$ cat src/rtl/message_printer_pkg.sv
// printer_pkg: shared definitions for the message_printer sequencer.
// Holds the FSM state encoding, the ASCII constants used when talking to
// message_rom / uart_tx, the fixed ROM settle time and a small helper that
// decides whether a ROM byte is a suppressible leading zero.
package printer_pkg;

  // Sequencer states, 3-bit encoding.
  typedef enum logic [2:0] {
    IDLE     = 3'd0,
    CONVERT  = 3'd1,
    ROM_WAIT = 3'd2,
    DECIDE   = 3'd3,
    SEND     = 3'd4,
    TX_HOLD  = 3'd5,
    FINISH   = 3'd6
  } state_t;

  localparam logic [7:0] CHAR_ZERO = 8'h30;
  localparam logic [7:0] CHAR_NL   = 8'h0A;

  // Cycles between an address change and a valid rom_data sample:
  // one for message_rom's state register, one for its registered output.
  localparam int ROM_WAIT_CYCLES = 2;

  // A byte is dropped only while no significant digit has been seen yet and
  // it is not the least significant digit (address 1), so "0" still prints.
  function automatic logic skip_lead_zero(input logic       suppress,
                                          input logic [7:0] rom_byte,
                                          input logic       nonzero_seen,
                                          input logic       addr_above_one);
    skip_lead_zero = suppress && (rom_byte == CHAR_ZERO) && !nonzero_seen && addr_above_one;
  endfunction

endpackage

$ cat src/rtl/message_printer.sv
// message_printer: sequencer between message_rom and uart_tx.
// A print request latches a 32-bit value, runs the ROM conversion, then walks
// the ROM address from the most significant digit down to 0 ("\n"), handing
// each byte to uart_tx under busy backpressure. Leading zeros are optionally
// dropped. All outputs are registered.
//
// Ports:
//   clk, rst        clock, asynchronous active-high reset
//   start, value    print request (accepted only when idle) and value to print
//   busy, done      in-progress flag, one-cycle completion pulse
//   rom_addr        message_rom address
//   rom_data        message_rom data (registered there, 1-cycle latency)
//   rom_value       latched value driven to message_rom valuetoprint
//   rom_startconv   message_rom startconv
//   rom_convdone    message_rom conversiondone
//   tx_data         byte to uart_tx
//   new_tx_data     one-cycle strobe to uart_tx
//   tx_busy         uart_tx busy
module message_printer
  import printer_pkg::*;
#(
  parameter int NUM_DIGITS     = 10,
  parameter int ADDR_WIDTH     = 8,
  parameter int SUPPRESS_ZEROS = 1
) (
  input  logic                  clk,
  input  logic                  rst,
  input  logic                  start,
  input  logic [31:0]           value,
  output logic                  busy,
  output logic                  done,
  output logic [ADDR_WIDTH-1:0] rom_addr,
  input  logic [7:0]            rom_data,
  output logic [31:0]           rom_value,
  output logic                  rom_startconv,
  input  logic                  rom_convdone,
  output logic [7:0]            tx_data,
  output logic                  new_tx_data,
  input  logic                  tx_busy
);

  localparam int WAIT_W = (ROM_WAIT_CYCLES > 1) ? $clog2(ROM_WAIT_CYCLES) : 1;
  localparam logic [WAIT_W-1:0]     WAIT_LOAD = WAIT_W'(ROM_WAIT_CYCLES - 1);
  localparam logic [WAIT_W-1:0]     WAIT_ZERO = {WAIT_W{1'b0}};
  localparam logic [ADDR_WIDTH-1:0] ADDR_TOP  = ADDR_WIDTH'(NUM_DIGITS);
  localparam logic [ADDR_WIDTH-1:0] ADDR_ZERO = {ADDR_WIDTH{1'b0}};
  localparam logic [ADDR_WIDTH-1:0] ADDR_ONE  = ADDR_WIDTH'(1);
  localparam logic                  SUPPRESS  = (SUPPRESS_ZEROS != 0);

  state_t                  state_r;
  state_t                  state_s;
  logic [WAIT_W-1:0]       wait_cnt_r;
  logic [WAIT_W-1:0]       wait_cnt_s;
  logic [7:0]              rom_byte_r;
  logic [7:0]              rom_byte_s;
  logic                    nonzero_seen_r;
  logic                    nonzero_seen_s;
  logic [ADDR_WIDTH-1:0]   rom_addr_s;
  logic [31:0]             rom_value_s;
  logic                    rom_startconv_s;
  logic [7:0]              tx_data_s;
  logic                    new_tx_data_s;
  logic                    busy_s;
  logic                    done_s;
  logic                    skip_s;

  assign skip_s = skip_lead_zero(SUPPRESS, rom_byte_r, nonzero_seen_r, (rom_addr > ADDR_ONE));

  // State, datapath and output registers; reset aborts any print in progress.
  always_ff @(posedge clk or posedge rst) begin
    if (rst) begin
      state_r        <= IDLE;
      wait_cnt_r     <= WAIT_ZERO;
      rom_byte_r     <= 8'h00;
      nonzero_seen_r <= 1'b0;
      rom_addr       <= ADDR_TOP;
      rom_value      <= 32'h0000_0000;
      rom_startconv  <= 1'b0;
      tx_data        <= 8'h00;
      new_tx_data    <= 1'b0;
      busy           <= 1'b0;
      done           <= 1'b0;
    end else begin
      state_r        <= state_s;
      wait_cnt_r     <= wait_cnt_s;
      rom_byte_r     <= rom_byte_s;
      nonzero_seen_r <= nonzero_seen_s;
      rom_addr       <= rom_addr_s;
      rom_value      <= rom_value_s;
      rom_startconv  <= rom_startconv_s;
      tx_data        <= tx_data_s;
      new_tx_data    <= new_tx_data_s;
      busy           <= busy_s;
      done           <= done_s;
    end
  end

  // Next-state selection.
  always_comb begin
    state_s = state_r;
    case (state_r)
      IDLE: begin
        // busy is still high in the cycle done pulses, so a start there is dropped
        if (start && !busy) state_s = CONVERT;
        else                state_s = IDLE;
      end
      CONVERT: begin
        if (rom_convdone) state_s = ROM_WAIT;
        else              state_s = CONVERT;
      end
      ROM_WAIT: begin
        if (wait_cnt_r == WAIT_ZERO) state_s = DECIDE;
        else                         state_s = ROM_WAIT;
      end
      DECIDE: begin
        if (skip_s) state_s = ROM_WAIT;
        else        state_s = SEND;
      end
      SEND: begin
        if (!tx_busy) state_s = TX_HOLD;
        else          state_s = SEND;
      end
      TX_HOLD: begin
        // address 0 carries the "\n", so the walk ends there without wrapping
        if (rom_addr == ADDR_ZERO) state_s = FINISH;
        else                       state_s = ROM_WAIT;
      end
      FINISH:  state_s = IDLE;
      default: state_s = IDLE;
    endcase
  end

  // Next values of the registered outputs and datapath registers.
  always_comb begin
    wait_cnt_s      = wait_cnt_r;
    rom_byte_s      = rom_byte_r;
    nonzero_seen_s  = nonzero_seen_r;
    rom_addr_s      = rom_addr;
    rom_value_s     = rom_value;
    rom_startconv_s = rom_startconv;
    tx_data_s       = tx_data;
    new_tx_data_s   = 1'b0;
    busy_s          = busy;
    done_s          = 1'b0;
    case (state_r)
      IDLE: begin
        if (start && !busy) begin
          rom_value_s     = value;
          rom_startconv_s = 1'b1;
          busy_s          = 1'b1;
          nonzero_seen_s  = 1'b0;
        end else begin
          busy_s = 1'b0;
        end
      end
      CONVERT: begin
        // startconv must fall on the same edge that sees conversiondone,
        // otherwise message_rom restarts its conversion
        if (rom_convdone) begin
          rom_startconv_s = 1'b0;
          rom_addr_s      = ADDR_TOP;
          wait_cnt_s      = WAIT_LOAD;
        end else begin
          rom_startconv_s = 1'b1;
        end
      end
      ROM_WAIT: begin
        if (wait_cnt_r == WAIT_ZERO) rom_byte_s = rom_data;
        else                         wait_cnt_s = wait_cnt_r - WAIT_W'(1);
      end
      DECIDE: begin
        if (skip_s) begin
          rom_addr_s = rom_addr - ADDR_ONE;
          wait_cnt_s = WAIT_LOAD;
        end else begin
          tx_data_s      = rom_byte_r;
          nonzero_seen_s = 1'b1;
        end
      end
      SEND: begin
        if (!tx_busy) new_tx_data_s = 1'b1;
        else          new_tx_data_s = 1'b0;
      end
      TX_HOLD: begin
        // one dead cycle lets uart_tx raise busy before we look at it again
        if (rom_addr != ADDR_ZERO) begin
          rom_addr_s = rom_addr - ADDR_ONE;
          wait_cnt_s = WAIT_LOAD;
        end else begin
          rom_addr_s = rom_addr;
        end
      end
      FINISH: begin
        done_s = 1'b1;
      end
      default: begin
        busy_s = 1'b0;
      end
    endcase
  end

endmodule

$ cat config.mk
export PLATFORM = sky130hd
export DESIGN_NAME = message_printer
export DESIGN_NICKNAME = d
export VERILOG_FILES = /design/src/rtl/message_printer_pkg.sv /design/src/rtl/message_printer.sv
export SDC_FILE = /design/constraint.sdc
export NUM_CORES = 1
export LEC_CHECK = 0
export ABC_AREA = 1
export ABC_CLOCK_PERIOD_IN_PS = 2900
export CORE_MARGIN = 2
export CORE_UTILIZATION = 45
export DETAILED_ROUTE_END_ITERATION = 8
export MAX_ROUTING_LAYER = met4
export PLACE_DENSITY_LB_ADDON = 0.25
export SYNTH_ARGS = -nofsm -noshare
export SYNTH_HDL_FRONTEND = slang
export SYNTH_SLANG_ARGS = --single-unit
$ cat constraint.sdc
create_clock -name clk -period 2.9 [get_ports clk]
set_input_delay 0.58 -clock clk [delete_from_list [all_inputs] [get_ports clk]]
set_output_delay 0.58 -clock clk [all_outputs]
set_load 0.02 [all_outputs]
[After elaboration in Yosys (flattened, before gate mapping)]
Index checks and enable logic that the tools add are counted.
Storage, ports and cells
  input port bits: 45
  word-level logic and storage cells: 75
  output and inout port bits: 52
  register bits after elaboration: 65
Cells by class
  bitwise logic cells: 2
  muxes and demuxes: 27
  add/sub/neg operators: 2
  reduce and logical (&&, ||, !) cells: 20
  equality and inequality tests: 12
  $lt $le $gt $ge: 1
Operators by type and width (number)
  8-bit 2-to-1 mux: 3
  8-bit case mux with 3 select lines: 1
  3-bit case mux with 6 select lines: 1
  1-bit 2-to-1 mux: 15
  2-bit inequality test (second input constant): 5
  3-bit equality test (second input constant): 3
  8-bit by 6-bit equality test with 1-bit output (second input constant): 1
  8-bit by 1-bit > comparator with 1-bit output (second input constant): 1
  8-bit logical NOT: 1
  2-bit AND reduction: 4
  4-bit AND reduction: 2
  8-bit nonzero test: 1
  8-bit by 1-bit subtractor with 8-bit output (second input constant): 1
  3-bit by 2-bit equality test with 1-bit output (second input constant): 2
  3-bit 2-to-1 mux: 2
  1-bit case mux with 2 select lines: 3
  6-bit OR reduction: 1
  1-bit case mux with 4 select lines: 1
  2-bit nonzero test: 2
  4-bit nonzero test: 1
  3-bit by 1-bit equality test with 1-bit output (second input constant): 1
  1-bit logical AND: 3
  3-bit logical NOT: 1
  3-bit AND reduction: 1
  5 further kinds: 7

[Longest topological paths before layout]
Gate-level depths: netlist (run 1).
  depth after elaboration: 5
  depth in mapped cells: 10
  depth with buffers taken out: 10

[Least setup slack after synthesis (run 1)]
OpenSTA, ideal clock, no wires.
  path type: register -> register
  from: register rom_addr[1]
  to: register rom_addr[6]
  period minus slack after synthesis: 1776 ps
  cell stages (with the launch flop): 9
  arrival time: 1659 ps
  setup slack: 1124 ps
  data required time: 2782 ps
  path buffers: 0
  setup time: 118 ps
  cell sequence: dfstp_2 -> inv_1 -> ha_1 -> nand2_1 -> nor2_1 -> a21oi_2 -> nand3_2 -> nand2_1 -> nand2_1
On the way
  word-level cells in the longest chain between the ends: 4
  elaborated cells between the ends (all ways): 10
  classes of those cells: add/sub: 1; order compare: 1; eq/ne: 2; mux: 3; reduce/logical: 3
Ends and longest elaborated chain
  start, declared: RTL line message_printer.sv:32  | output logic [ADDR_WIDTH-1:0] rom_addr,
  start signal, assigned: RTL line message_printer.sv:88  | rom_addr <= rom_addr_s;
  8-bit by 1-bit > comparator with 1-bit output: RTL line message_printer.sv:67  | assign skip_s = skip_lead_zero(SUPPRESS, rom_byte_r, nonzero_seen_r, (rom_addr > ADDR_ONE));
  1-bit logical AND: RTL line message_printer_pkg.sv:31  | skip_lead_zero = suppress && (rom_byte == CHAR_ZERO) && !nonzero_seen && addr_above_one;
  2-bit inequality test (no source line)
  4-bit AND reduction (no source line)
Parallel ways exist; a longest one is shown, timed or not. The select of a mux whose other input is x is not followed.
A chain may end at the register's enable or synchronous reset.

[Worst setup path after layout (run 1)]
  from: register rom_addr[3]
  to: output rom_addr[3]
No word-level cell between the ends.

==> results of run 1 <==
[where the power goes]
group / switching, mW / internal, mW
Combinational: 1.21 / 0.995
Clock: 0.345 / 0.485
Sequential: 0.289 / 1.33
[sequential cells by signal, summed over array words and instances (netlist names)]
signal,flops
busy,1
done,1
new_tx_data,1
nonzero_seen_r,1
rom_addr,8
rom_byte_r,8
rom_startconv,1
rom_value,32
state_r,3
tx_data,8
wait_cnt_r,1
[cell usage in the layout (no fill, tap or decap), types with 2 or more instances in the layout]
| master | n |
|---|---|
| inv_1 | 19 |
| dfrtp_1 | 63 |
| a21oi_1 | 4 |
| clkinv_1 | 2 |
| nor2_1 | 24 |
| bufinv_16 | 2 |
| buf_4 | 2 |
| mux2_4 | 5 |
| nor2_2 | 2 |
| ha_1 | 2 |
| nand3_1 | 22 |
| clkbuf_1 | 2 |
| nand4_1 | 7 |
| clkinv_2 | 2 |
| o21ai_0 | 3 |
| clkbuf_8 | 9 |
| nand2_1 | 152 |
| dfstp_2 | 2 |
| nand3_2 | 2 |
| inv_2 | 2 |
| clkdlybuf4s50_1 | 96 |
[per-layer routing]
metal | vias to the layer above | track usage, %
li1 | 1239 | -
met1 | 1152 | 25.59
met2 | 74 | 32.73
met3 | 8 | 7.418
met4 | 0 | 4.985
met5 | - | -
[how the worst max path moves through the flow]
stage	cells after the start	start	endpoint
finish	1	rom_addr[3]$_DFFE_PP1P_	rom_addr[3]
global route	10	rom_addr[1]$_DFFE_PP1P_	rom_addr[2]$_DFFE_PP0P_
CTS	1	rom_addr[3]$_DFFE_PP1P_	rom_addr[3]
detailed placement	8	start	rom_value[30]$_DFFE_PP0P_
global placement	8	start	rom_value[26]$_DFFE_PP0P_
floorplan	1	rst	busy$_DFFE_PP0N_
[final cells by class]
class	instances	area share (%)
flip-flops and latches	65	39.62
well taps	77	2.343
inverters	23	2.100
clock inverters	5	1.917
multi-input cells	236	26.60
repair buffers	99	24.22
clock buffers	11	3.195
[cells by family (layout without fill, tap and decap cells)]
logic type	count (synthesis)	count (layout)
AND/OR/NAND/NOR	214	214
flip-flops	65	65
buffers and inverters	32	138
AO/OA/AOI/OAI	11	11
multiplexers	7	7
adder cells (fa/ha/maj)	2	2
XOR/XNOR	2	2
[metrics by stage]
step	worst slack (ns)	power [mW]	util (%)	cell area (sq um)
final	0.7982	4.645	65.88	4111
after global routing	0.6759	4.986	65.88	4111
after CTS	0.7807	4.681	65.88	4111
after detailed placement	0.8314	3.828	62.51	3901
after global placement	0.8901	3.777	62.51	3901
after floorplan	0.6969	2.916	-	2867
==> qor.txt, run 1 <==
Hold Path End = tx_data[1]$_DFFE_PP0P_
Reg2Reg Depth = 8
Total routed wirelength = 6643 um
Vert. Die Dim = 83.81 um
Reg-to-reg endpoint = rom_addr[2]$_DFFE_PP0P_
Synth cell types = 32
Fin. Hold Viols = 0
Crit path time final = 2.102 ns
DR WL/cell = 12.87 um
Synth Instances = 333
Clock Skew = 0.008808 ns
Post-synth ARST share = 100.0%
Highest metal used = met4
# clock sinks = 65
Crit-path max FO = 6
Root buf cell = clkbuf_8
Mux cell area share after synthesis = 3.361%
Finished Layout Cells = 516
Max-Cap Viols = 0
Global-route wire length before repair = 11190 um
Syn Nets = 380
Crit path largest cell delay = 0.61 ns
Remaining antenna violation count = 0
Mean number of vias per cell = 4.793
Top-area cell type share of the netlist area = 55.00%
Num CTS Buffers = 9
DR WL met3 = 432 um
Die width = 83.81 um
Synth top area cells = dfrtp_1 (55%), nand2_1 (20%), nand3_1 (3.8%)
Placement row count = 29
Post-synthesis sequential area ratio = 56.83%
Htree depth = 3
GRT overflow = 0
Worst setup EP type = output pin
Top-count cell post-synth = nand2_1
Simple-gate portion of the synthesized area = 30.95%
Vias = 2473
Req. time, crit path = 2.32 ns
Metal2 WL = 3146 um
Main combinational cell family by area after synthesis = simple AND/OR/NAND/NOR gates
Ys Warns = 0
Residual DRC count = 0
Hold_sp = tx_data[1]$_DFFE_PP0P_
Max Fclk = 475.8 MHz
Worst path slowest cell = clkdlybuf4s50_1
Placed cells = 500
Buffers and inverters on the worst path = 1
Syn_area_per_cell = 8.608 sq um
Reg2reg setup slack = 0.84 ns
Synth cell count leaders = nand2_1 (152), dfrtp_1 (63), nor2_1 (24)
Top Ports = 97
Compound-Gate Fraction of Synth Area = 2.357%
Area Overhead vs Synth = 43.43%
Die area = 7024 sq um
Largest net degree at the start of global routing = 66
Detailed placement HPWL = 4525 um
DRT iter0 DRCs = 144
Data arrival, critical path = 1.52 ns
RSZ-0062 raised after global routing = no
Synth area leader = dfrtp_1
Setup CP Type = flop to output pin
Post-Synth XOR/XNOR Area = 0.6111%
Starting density of the core = 45.93%
Slew margin rel. = 68.84%
Core Box Area = 6241 sq um
Max-slew violations = 0
Static Leak = 2.046 nW
Number of global-route vias before repair = 2493
Synthesized area = 2866 sq um
Latest clock arrival within the worst-skew pair = 0.33 ns
HP Class = flop to flop
GR Util All Layers = 20.67%
Worst Hold Depth = 2
Reg-to-reg startpoint = rom_addr[1]$_DFFE_PP1P_
Setup TNS = 0 ns
Power per cell area = 1130 nW/um^2
RePlAce Congestion = 0.8489
Post-synth EDFFs = 0
Top FF cell, synth = dfrtp_1
Layout cell share with drive strength beyond 1 = 7.973%
Cells resized by post-CTS repair = 0
Adder-cell share of the synthesized area = 0.8730%
Seq cells post-synth = 65
Diodes inserted = 0
Initial antenna violation count = 0
CP Launch Type = flop
Post CTS Setup Buffer Count = 0
Final nets = 481
I/O Buffers = 96
Max clock buf depth = 2
Cell Chain, Critical Path = clkdlybuf4s50_1
Hold-fix buffers at CTS = 0
Fill cells = 537
Worst vdd ir = 0.6197 mV
Outcome = finished clean
Register Area = 1629 sq um
Fin crit share = 72.47%
Final setup viols = 0
Metal1 wirelength = 3003 um
Hold_ws = 0.4704 ns
Worst-Margin Slew = 0.4674 ns
Area of the multi-input gates = 1094 sq um
Worst path top cell family by delay = buffers and inverters
Drt first pass iters = 4
CTS tree = done
Clock slew seen by the registers of the worst setup and hold paths = 0.07 ns
No activity file was read; power rests on OpenSTA's default activity.
==> run 2, diff against run 1 <==
ABC_CLOCK_PERIOD_IN_PS = 2000   (was 2900)
clock period = 2 ns   (was 2.9 ns; I/O delays follow)
==> qor.txt, run 2 (synthesized netlist as in run 1, its figures left out) <==
Clock Skew = 0.006142 ns
Remaining antenna violation count = 0
Max FFs per register = 32
Clock slew seen by the registers of the worst setup and hold paths = 0.07 ns
Worst vdd ir = 0.7884 mV
Latest clock arrival within the worst-skew pair = 0.33 ns
Detailed placement HPWL = 4855 um
Setup TNS = 0 ns
Starting density of the core = 45.93%
Power per cell area = 1606 nW/um^2
Most common cell after layout, fill and taps aside = nand2_1
Reg-to-reg startpoint = rom_addr[1]$_DFFE_PP1P_
Die area = 7024 sq um
Buffers and inverters on the worst path = 1
Req. time, crit path = 1.60 ns
Register Area = 1629 sq um
Worst setup EP type = output pin
Area Overhead vs Synth = 44.48%
RSZ-0062 raised after global routing = no
Num CTS Buffers = 9
Reg2reg setup slack = 0.20 ns
Fin crit share = 96.74%
Final nets = 487
Vias = 2502
Static Leak = 2.052 nW
Placement row count = 29
Crit path largest cell delay = 0.61 ns
Htree depth = 3
Largest net degree at the start of global routing = 35
Global-route wire length before repair = 11420 um
Max clock buf depth = 2
Max Fclk = 516.9 MHz
Crit-path max FO = 6
DR WL/cell = 12.81 um
Total routed wirelength = 6674 um
Layout cell share with drive strength beyond 1 = 9.459%
# clock sinks = 65
Die width = 83.81 um
Comb pwr share = 49.5%
HP Class = flop to flop
GRT overflow = 0
Max-Cap Viols = 0
Fin. Hold Viols = 0
Reg-to-reg endpoint = rom_addr[4]$_DFFE_PP0P_
Number of global-route vias before repair = 2571
Max-slew violations = 0
Clock Power Share = 15.2%
Flop pwr share = 35.3%
Reg2Reg Depth = 10
Most frequent cells in the layout = nand2_1 (152), clkdlybuf4s50_1 (96), dfrtp_1 (63)
Worst path top cell family by delay = buffers and inverters
GR Util All Layers = 20.70%
Diodes inserted = 0
Internal = 3.980 mW
Residual DRC count = 0
Slew margin rel. = 72.66%
Area of the multi-input gates = 1104 sq um
Crit path time final = 1.935 ns
Mean number of vias per cell = 4.802
I/O Buffers = 96
Fill cells = 526
Drt first pass iters = 4
Initial antenna violation count = 0
Top Ports = 97
CP Launch Type = flop
Reg with most FFs = rom_value
Psw = 2.670 mW
Outcome = finished clean
Post CTS Setup Buffer Count = 0
Worst Hold Depth = 2
CTS tree = done
Sw Ratio = 40.15%
Setup CP Type = flop to output pin
Total Power = 6.650 mW
Final setup viols = 0
Hold_sp = tx_data[1]$_DFFE_PP0P_
Worst path slowest cell = clkdlybuf4s50_1
Core Box Area = 6241 sq um
Worst-Margin Slew = 0.4101 ns
RePlAce Congestion = 0.9430
Hold Path End = tx_data[1]$_DFFE_PP0P_
Data arrival, critical path = 1.53 ns
DRT iter0 DRCs = 133
Vert. Die Dim = 83.81 um
Cell Chain, Critical Path = clkdlybuf4s50_1
Root buf cell = clkbuf_8
run 2: cell count changes in the layout (fill, tap and decap cells not counted):
cell / delta
buf_4: +6
bufinv_16: -2
clkbuf_1: -1
clkbuf_8: +3
clkinv_2: -1
clkinvlp_4: +2
ha_1: -1
ha_2: +1
inv_2: -1
inv_6: -1
nand3_2: -1
nand3_4: +1
run 2: stage by stage:
stage               utilization (%)  hold WS [ns]  worst slack, ns  std cells  cell area (sq um)
CTS                           66.20        0.4796          0.05550        521               4131
global placement              63.29        0.4585           0.2325        506               3950
global route                  66.36        0.5067          0.03039        521               4141
floorplan                         -        0.4431           0.2236        333               2870
finish                        66.36        0.4742          0.06528        521               4141
detailed placement            63.29        0.4629           0.1244        506               3950
run 2: how the worst max path moves through the flow:
stage | cells after the start | start | endpoint | slack, ns
finish | 1 | rom_addr[3]$_DFFE_PP1P_ | rom_addr[3] | 0.07
global placement | 10 | rom_addr[1]$_DFFE_PP1P_ | rom_addr[6]$_DFFE_PP0P_ | 0.23
floorplan | 8 | rom_addr[1]$_DFFE_PP1P_ | rom_addr[6]$_DFFE_PP0P_ | 0.22
CTS | 1 | rom_addr[3]$_DFFE_PP1P_ | rom_addr[3] | 0.06
detailed placement | 10 | rom_addr[1]$_DFFE_PP1P_ | rom_addr[4]$_DFFE_PP0P_ | 0.12
global route | 1 | rom_addr[3]$_DFFE_PP1P_ | rom_addr[3] | 0.03
run 2: area by class of cell:
cell class              count  area share [%]
clock inverters             2          0.3021
well taps                  77           2.326
multi-input cells         236           26.65
inverters                  23           2.175
repair buffers            105           25.14
flip-flops and latches     65           39.34
clock buffers              13           4.079
run 2: what timing repair did:
item	CTS	global route
gates resized for setup	0	2
setup endpoints to repair	0	6
hold buffers	0	0
run 2: layer usage:
metal  wire length (um)  vias up  GRT usage (%)
li1                   -     1252              -
met1               2970     1158          26.54
met2               3196       83          32.07
met3                414        9          4.847
met4                 93        0          8.211
met5                  0        -              -
run 2: power groups by stage:
stage | combinational, mW | sequential [mW] | clock (mW)
after detailed placement | 3.30 | 2.35 | 0
after floorplan | 1.39 | 2.84 | 0
final | 3.29 | 2.35 | 1.01
after global routing | 3.61 | 2.43 | 1.11
after CTS | 3.31 | 2.35 | 1.04
after global placement | 3.23 | 2.35 | 0
==> run 3, diff against run 2 <==
PLACE_DENSITY = 0.89   (was default)
PLACE_DENSITY_LB_ADDON = default   (was 0.25)
==> qor.txt, run 3 (synthesized netlist as in run 1, its figures left out) <==
Fin crit share = 96.04%
Vias = 2501
Die area = 7024 sq um
GRT overflow = 0
Latest clock arrival within the worst-skew pair = 0.33 ns
Cells resized by post-CTS repair = 0
Layout cell share with drive strength beyond 1 = 8.163%
Setup CP Type = flop to output pin
Core Box Area = 6241 sq um
Max-slew violations = 0
HP Class = flop to flop
Placement row count = 29
Drt first pass iters = 4
RePlAce Congestion = 0.8365
Cell Chain, Critical Path = clkdlybuf4s50_1
Crit path time final = 1.921 ns
Psw = 2.647 mW
Total routed wirelength = 6499 um
Worst vdd ir = 0.8840 mV
Top Ports = 97
Dpl ws = 0.1785 ns
RSZ-0062 raised after global routing = no
Most common cell after layout, fill and taps aside = nand2_1
Worst path slowest cell = clkdlybuf4s50_1
Worst-Margin Slew = 0.3596 ns
Initial antenna violation count = 0
Power per cell area = 1586 nW/um^2
Setup TNS = 0 ns
Die width = 83.81 um
Worst Hold Depth = 2
Final setup viols = 0
Hold-fix buffers at CTS = 0
Clock Skew = 0.007527 ns
Area Overhead vs Synth = 43.08%
Clock Power Share = 13.9%
Htree depth = 3
Largest net degree at the start of global routing = 66
Max FFs per register = 32
Static Leak = 2.030 nW
Starting density of the core = 45.93%
CP Launch Type = flop
Outcome = finished clean
Setup ws final = 0.07914 ns
Fin. Hold Viols = 0
Hold Path End = tx_data[3]$_DFFE_PP0P_
Reg-to-reg startpoint = rom_addr[1]$_DFFE_PP1P_
Req. time, crit path = 1.60 ns
Placed cells = 502
Reg with most FFs = rom_value
Max Fclk = 520.6 MHz
Reg2Reg Depth = 10
Hold_sp = tx_data[3]$_DFFE_PP0P_
Global-route wire length before repair = 11070 um
Post CTS Setup Buffer Count = 0
Final nets = 483
Most frequent cells in the layout = nand2_1 (152), clkdlybuf4s50_1 (96), dfrtp_1 (63)
Reg2reg setup slack = 0.19 ns
Buffers and inverters on the worst path = 1
Slew margin rel. = 76.02%
Flop pwr share = 36.1%
Sw Ratio = 40.70%
Reg-to-reg endpoint = rom_addr[1]$_DFFE_PP1P_
Final core occ = 65.72%
Max clock buf depth = 2
Diodes inserted = 0
DR WL/cell = 12.55 um
Comb pwr share = 50.1%
Mean number of vias per cell = 4.828
GR Util All Layers = 20.27%
I/O Buffers = 96
Num CTS Buffers = 9
Worst path top cell family by delay = buffers and inverters
Finished Layout Cells = 518
Crit path largest cell delay = 0.62 ns
Root buf cell = clkbuf_8
Number of global-route vias before repair = 2607
DRT iter0 DRCs = 113
Data arrival, critical path = 1.52 ns
CTS tree = done
Worst setup EP type = output pin
Remaining antenna violation count = 0
# clock sinks = 65
Max-Cap Viols = 0
Clock slew seen by the registers of the worst setup and hold paths = 0.07 ns
Fill cells = 512
Vert. Die Dim = 83.81 um
Crit-path max FO = 6
Internal = 3.857 mW
Detailed placement HPWL = 4742 um
Residual DRC count = 0
run 3: cell types whose count changed in the layout (fill, tap and decap cells not counted), sizes merged:
| cell | delta |
|---|---|
| clkbuf | -1 |
| buf | -4 |
| clkinv | +2 |
run 3: power groups by stage:
stage	Combinational (mW)	Sequential (mW)	Clock (mW)
floorplan	1.39	2.84	0
global placement	3.17	2.34	0
detailed placement	3.27	2.34	0
CTS	3.28	2.35	0.937
global route	3.57	2.43	0.998
finish	3.26	2.35	0.902
run 3: area by class of cell:
type	count	area (sq um)	area share, %
timing repair buffer	101	1027	25.05
inverter	23	90.09	2.196
tap	77	96.34	2.349
multi-input combinational	236	1101	26.85
sequential	65	1629	39.72
clock inverter	4	22.52	0.5491
clock buffer	12	135.1	3.295
run 3: stage by stage:
stage               total power, mW  cell area (sq um)  hold slack, ns
floorplan                     4.229               2870          0.4431
global placement              5.511               3933          0.4609
detailed placement            5.615               3933          0.4626
CTS                           6.558               4090          0.4797
global route                  6.994               4101          0.5079
finish                        6.505               4101          0.4802
run 3: layer usage:
layer | global-route usage [%] | wire length (um)
met1 | 23.54 | 2890
met2 | 33.09 | 3118
met3 | 5.440 | 463
met4 | 9.091 | 27
met5 | - | 0
run 3: worst max-delay path by stage:
stage,from,to,depth (start not counted)
3_3_place_gp,rom_addr[1]$_DFFE_PP1P_,rom_addr[5]$_DFFE_PP0P_,10
6_report,rom_addr[3]$_DFFE_PP1P_,rom_addr[3],1
2_1_floorplan,rom_addr[1]$_DFFE_PP1P_,rom_addr[6]$_DFFE_PP0P_,8
3_5_place_dp,rom_addr[1]$_DFFE_PP1P_,rom_addr[4]$_DFFE_PP0P_,10
4_1_cts,rom_addr[3]$_DFFE_PP1P_,rom_addr[3],1
5_1_grt,rom_addr[3]$_DFFE_PP1P_,rom_addr[3],1
